## src/rtl/riscv_id.sv

```systemverilog
// riscv_id: RV32I decode/operand-fetch stage with register file, forwarding and one-cycle hazard stall.
//   Inputs : clk, rst, instr/instr_valid from fetch, ex_rd/ex_result forward path, wb_en/wb_rd/wb_data writeback
//   Outputs: instr_ready (combinational), registered rdi/a/b/shamt/funct3/invertb/valid/illegal to execute
module riscv_id #(
   parameter int XLEN       = 32,
   parameter bit RESET_REGS = 1'b1
) (
   input  logic            rst,
   input  logic            clk,
   input  logic [31:0]     instr,
   input  logic            instr_valid,
   output logic            instr_ready,
   input  logic [4:0]      ex_rd,
   input  logic [XLEN-1:0] ex_result,
   input  logic            wb_en,
   input  logic [4:0]      wb_rd,
   input  logic [XLEN-1:0] wb_data,
   output logic [4:0]      rdi,
   output logic [XLEN-1:0] a,
   output logic [XLEN-1:0] b,
   output logic [5:0]      shamt,
   output logic [2:0]      funct3,
   output logic            invertb,
   output logic            valid,
   output logic            illegal
);
   logic [XLEN-1:0] regs [0:31];
   logic [6:0] opc, f7;
   logic [4:0] rs1, rs2, rd;
   logic [2:0] f3;
   logic is_op, is_opi, is_lui, is_shift, f7_ok, legal, haz, accept;
   logic [XLEN-1:0] rs1v, rs2v, imm;
   logic [4:0] n_rdi;
   logic [XLEN-1:0] n_a, n_b;
   logic [5:0] n_sh;
   logic [2:0] n_f3;
   logic n_inv, n_val, n_ill;
   assign opc      = instr[6:0];
   assign rd       = instr[11:7];
   assign f3       = instr[14:12];
   assign rs1      = instr[19:15];
   assign rs2      = instr[24:20];
   assign f7       = instr[31:25];
   assign is_op    = opc == 7'b0110011;
   assign is_opi   = opc == 7'b0010011;
   assign is_lui   = opc == 7'b0110111;
   assign is_shift = f3[1:0] == 2'b01;
   // 0100000 is only meaningful for SUB/SRA in OP; OP-IMM shifts accept either funct7 form
   assign f7_ok    = f7 == 7'b0000000 ||
                     (f7 == 7'b0100000 && (!is_op || f3 == 3'b000 || f3 == 3'b101));
   assign legal    = is_lui || (is_op && f7_ok) || (is_opi && (!is_shift || f7_ok));
   // rdi is the destination issued at the previous edge, i.e. the producer not yet visible on ex_rd
   assign haz      = instr_valid && rdi != 5'd0 &&
                     (((is_op || is_opi) && rs1 == rdi) || (is_op && rs2 == rdi));
   assign instr_ready = !haz;
   assign accept   = instr_valid && !haz;
   assign rs1v = rs1 == 5'd0 ? '0 : ex_rd == rs1 ? ex_result :
                 (wb_en && wb_rd == rs1) ? wb_data : regs[rs1];
   assign rs2v = rs2 == 5'd0 ? '0 : ex_rd == rs2 ? ex_result :
                 (wb_en && wb_rd == rs2) ? wb_data : regs[rs2];
   assign imm  = {{(XLEN-12){instr[31]}}, instr[31:20]};
   always_comb begin
      n_rdi = '0;
      n_a   = '0;
      n_b   = '0;
      n_sh  = '0;
      n_f3  = '0;
      n_inv = 1'b0;
      n_val = 1'b0;
      n_ill = accept && !legal;
      if (accept && legal) begin
         n_val = 1'b1;
         n_rdi = rd;
         n_f3  = is_lui ? 3'b000 : f3;
         n_a   = is_lui ? '0 : rs1v;
         n_b   = is_op ? rs2v : is_opi ? imm : {instr[31:12], {(XLEN-20){1'b0}}};
         n_inv = instr[30] && ((is_op && (f3 == 3'b000 || f3 == 3'b101)) || (is_opi && f3 == 3'b101));
         n_sh  = (!is_lui && is_shift) ? {1'b0, is_op ? rs2v[4:0] : rs2} : 6'd0;
      end
   end
   always_ff @(posedge clk) begin
      if (rst) begin
         rdi     <= '0;
         a       <= '0;
         b       <= '0;
         shamt   <= '0;
         funct3  <= '0;
         invertb <= 1'b0;
         valid   <= 1'b0;
         illegal <= 1'b0;
      end else begin
         rdi     <= n_rdi;
         a       <= n_a;
         b       <= n_b;
         shamt   <= n_sh;
         funct3  <= n_f3;
         invertb <= n_inv;
         valid   <= n_val;
         illegal <= n_ill;
      end
   end
   // Writeback is independent of stalls; reset suppresses it
   always_ff @(posedge clk) begin
      if (rst) begin
         if (RESET_REGS)
            for (int i = 0; i < 32; i++) regs[i] <= '0;
      end else if (wb_en && wb_rd != 5'd0)
         regs[wb_rd] <= wb_data;
   end
endmodule

```

## config.mk

```make
export PLATFORM = sky130hd
export DESIGN_NAME = riscv_id
export DESIGN_NICKNAME = d
export VERILOG_FILES = /design/src/rtl/riscv_id.sv
export SDC_FILE = /design/constraint.sdc
export NUM_CORES = 2
export LEC_CHECK = 0
export CORE_ASPECT_RATIO = 1.1
export CORE_MARGIN = 4
export CORE_UTILIZATION = 45
export DETAILED_ROUTE_END_ITERATION = 8
export PLACE_DENSITY = 0.64
export SYNTH_ARGS = -nofsm -noshare
export SYNTH_HDL_FRONTEND = slang
export SYNTH_SLANG_ARGS = --single-unit
export TNS_END_PERCENT = 20
```

## constraint.sdc

```tcl
create_clock -name clk -period 3.05 [get_ports clk]
set_clock_uncertainty 0.05 [all_clocks]
set_input_delay 0.7625 -clock clk [delete_from_list [all_inputs] [get_ports clk]]
set_output_delay 0.7625 -clock clk [all_outputs]
set_load 0.1 [all_outputs]
```

==> results.md <==
* First-pass GRT wire length at 317000 um
* DIE HEIGHT at 384 um
* Synth Register Bits at 1104
* # rows at 137
* Routability cong. at 0.947
* Routed WL at 229000 um
* Cts bufs inserted at 115
* Setup Viol. Count Final at 0
* Maximum vdd drop at 432 uV
* NetSw at 9.25 mW
* Post-DP HPWL at 159000 um
* Hold_ws at 0.519 ns
* R2r endpoint: rdi[3]
* First-pass DRT Iterations at 6
* Syn_area_per_cell at 14.4 sq um
* Max Slew Vio Count at 0
* Synth cell count leaders: 1024 x edfxtp_1, 1010 x and2_1, 434 x mux4_2, 292 x clkbuf_1, 201 x mux2i_1
* Max Root-Sink Buffers at 3
* Comb pwr share at 13.3%
* Nets at 4647
* Final cell utilization of the core at 55.7%
* Share of layout cells above drive strength 1 at 31.2%
* Post-synth top area share at 53.2%
* WP data arrival at 2.23 ns
* Die area at 134000 sq um
* Post-synthesis sequential area ratio at 56.0%
* Final Cell Area at 70800 sq um
* Critical R2R Launch: rdi[4]
* Cell taking the most area after synthesis: edfxtp_1
* Period utilization at 99.6%
* Share of flip-flops with an asynchronous set or reset at 0%
* Critical path startpoint category: input port
* Ports at 192
* Hold Path Origin: instr[22]
* CP max FO at 6
* Switch share at 24.8%
* Post-DR vias/cell at 6.63
* Post-synth top flop: edfxtp_1
* Total GRT Usage at 33.9%
* Pwr dens at 527 nW/um^2
* Post-Syn Instances at 4021
* DRT iter0 DRCs at 6587
* Placed Instance Area at 66800 sq um
* Dpl cells at 6085
* Min Tclk post-route at 3.04 ns
* Worst min-delay path category: in -> reg
* CTS H-tree depth at 3
* Number of routed nets with antenna violations at 0
* Clock Pin Slew Worst Setup and Hold Paths at 0.06 ns
* R2r worst-path depth at 9
* CP required at 2.24 ns
* Area of the multi-input gates at 24000 sq um
* RSZ-0062 raised after global routing: true
* Core region area at 127000 sq um
* Layout fillers at 10200
* Area contributors post-synth: edfxtp_1 53%, mux4_2 17%, and2_1 11%
* Status: finished, final reports clean
* Most frequent cell after synthesis: edfxtp_1
* Area occupied by registers at 32400 sq um
* Antenna violations before repair at 21
* Initial Utilization at 45.5%
* Routed wire per std cell at 36.3 um
* Max Clock Freq at 329 MHz
* Relative slew slack at 42.8%
* Synth cell types at 65
* Fin cells at 6312
* Setup crit end kind: output port
* Leakage power figure at 25.7 nW
* Sink Count at 1104
* Worst hold path cell count at 4
* DRC at 0
* Synthesized cell area at 57800 sq um
* CTS tree: built
* Number of max-cap violations at 0
* Die width at 350 um
* Worst-Margin Slew at 0.859 ns
* Power, Total at 37.3 mW
* Final Hold Fails at 0
* # port buffers at 190
* Vias in the first global route at 41600
* Largest net degree at the start of global routing at 54
* CTS Root Cell: clkbuf_16
* Area Growth Syn to Fin at 22.4%
* Syn. warnings at 0
* Via count at 41800
* Internal power at 28.1 mW
* Reg power frac at 47.4%
* Clock network fraction of total power at 39.3%
* Setup Crit Path Kind: in -> out
* GR Overflow Total at 0
* Worst-skew pair later-pin latency at 0.75 ns
* R2R Setup Slk at 0.37 ns
* Post-synth EDFFs at 1024
* Hold Path End: b[2]
## metal layers
metal  wire length [um]  up-vias  track usage (%)
li1                   -    16500                -
met1              81400    21400             43.9
met3              32000      690             10.8
met4              13800        8             17.7
met5                 50        -                0
met2             102000     3297             51.4
## worst max path at each step
stage	start	end	slack (ns)	cells after the start
6_report	instr[19]	instr_ready	0.01	7
2_1_floorplan	rdi[3]	instr_ready	0.09	4
4_1_cts	instr[18]	instr_ready	0.008	6
3_5_place_dp	instr[29]	a[31]	-0.49	10
5_1_grt	rdi[0]	instr_ready	-0.04	5
3_3_place_gp	instr[24]	b[19]	-0.47	10
## registers in the layout, summed over array words and instances (netlist names)
signal	count
invertb	1
funct3	3
illegal	1
valid	1
rdi	5
shamt	5
a	32
b	32
regs	1024
## cell type report
cell class / count / area share [%]
diodes: 5 / 0.0177
clock buffers: 161 / 4.64
clock inverters: 58 / 0.884
inverters: 6 / 0.0318
multi-input cells: 2514 / 33.9
flip-flops and latches: 1104 / 45.7
well taps: 1668 / 2.95
repair buffers: 796 / 11.9
## cells in the final DEF (no fill, tap or decap), types with 38 or more instances in the layout
master	Yosys	routed
a21oi_1	57	57
a22oi_1	49	49
o22ai_1	146	146
nor4_1	42	41
mux4_2	434	434
and2_1	1010	1008
buf_12	0	172
dfxtp_1	80	76
buf_4	29	516
clkdlybuf4s50_1	0	100
clkbuf_16	0	116
edfxtp_1	1024	1024
nor2_1	103	69
a221oi_1	38	38
mux2i_1	201	201
nand2_1	100	99
a22o_1	39	39
## kinds of logic (layout without fill, tap and decap cells)
family,Yosys count,after routing,synth area share [%]
AO/OA/AOI/OAI,446,446,5.85
multiplexers,642,642,20.5
flip-flops,1104,1104,56.0
buffers and inverters,435,1021,3.36
AND/OR/NAND/NOR,1362,1362,13.8
XOR/XNOR,31,31,0.470
other,1,38,0.00649
## through the flow
step	TNS (ns)	setup WS, ns
floorplan	0	0.0949
global placement	-36.20	-0.467
detailed placement	-47.47	-0.490
CTS	0	0.00786
global route	-0.0375	-0.0375
finish	0	0.0125
## critical path: stages
cell and delay, ns:
clkdlybuf4s50_1 0.40, buf_4 0.16, xor2_1 0.16, nor3_1 0.19
a32oi_2 0.11, or2_4 0.27, buf_12 0.17
## power by group through the flow
stage          Combinational, mW  Clock (mW)  Sequential [mW]
2_1_floorplan               2.50           0             17.9
3_3_place_gp                4.80           0             17.9
3_5_place_dp                4.83           0             18.0
4_1_cts                     4.84        14.7             17.7
5_1_grt                     5.06        15.3             17.8
6_report                    4.94        14.7             17.7
## repair_timing
action,4_1_cts,5_1_grt
endpoints found under the setup margin,1,1
setup buffers,2,1
gates resized for setup,6,8
cloned,0,0
pin swaps,3,5
hold buffers,0,0
endpoints found under the hold margin,0,0
(Power assumes the default switching activity.)
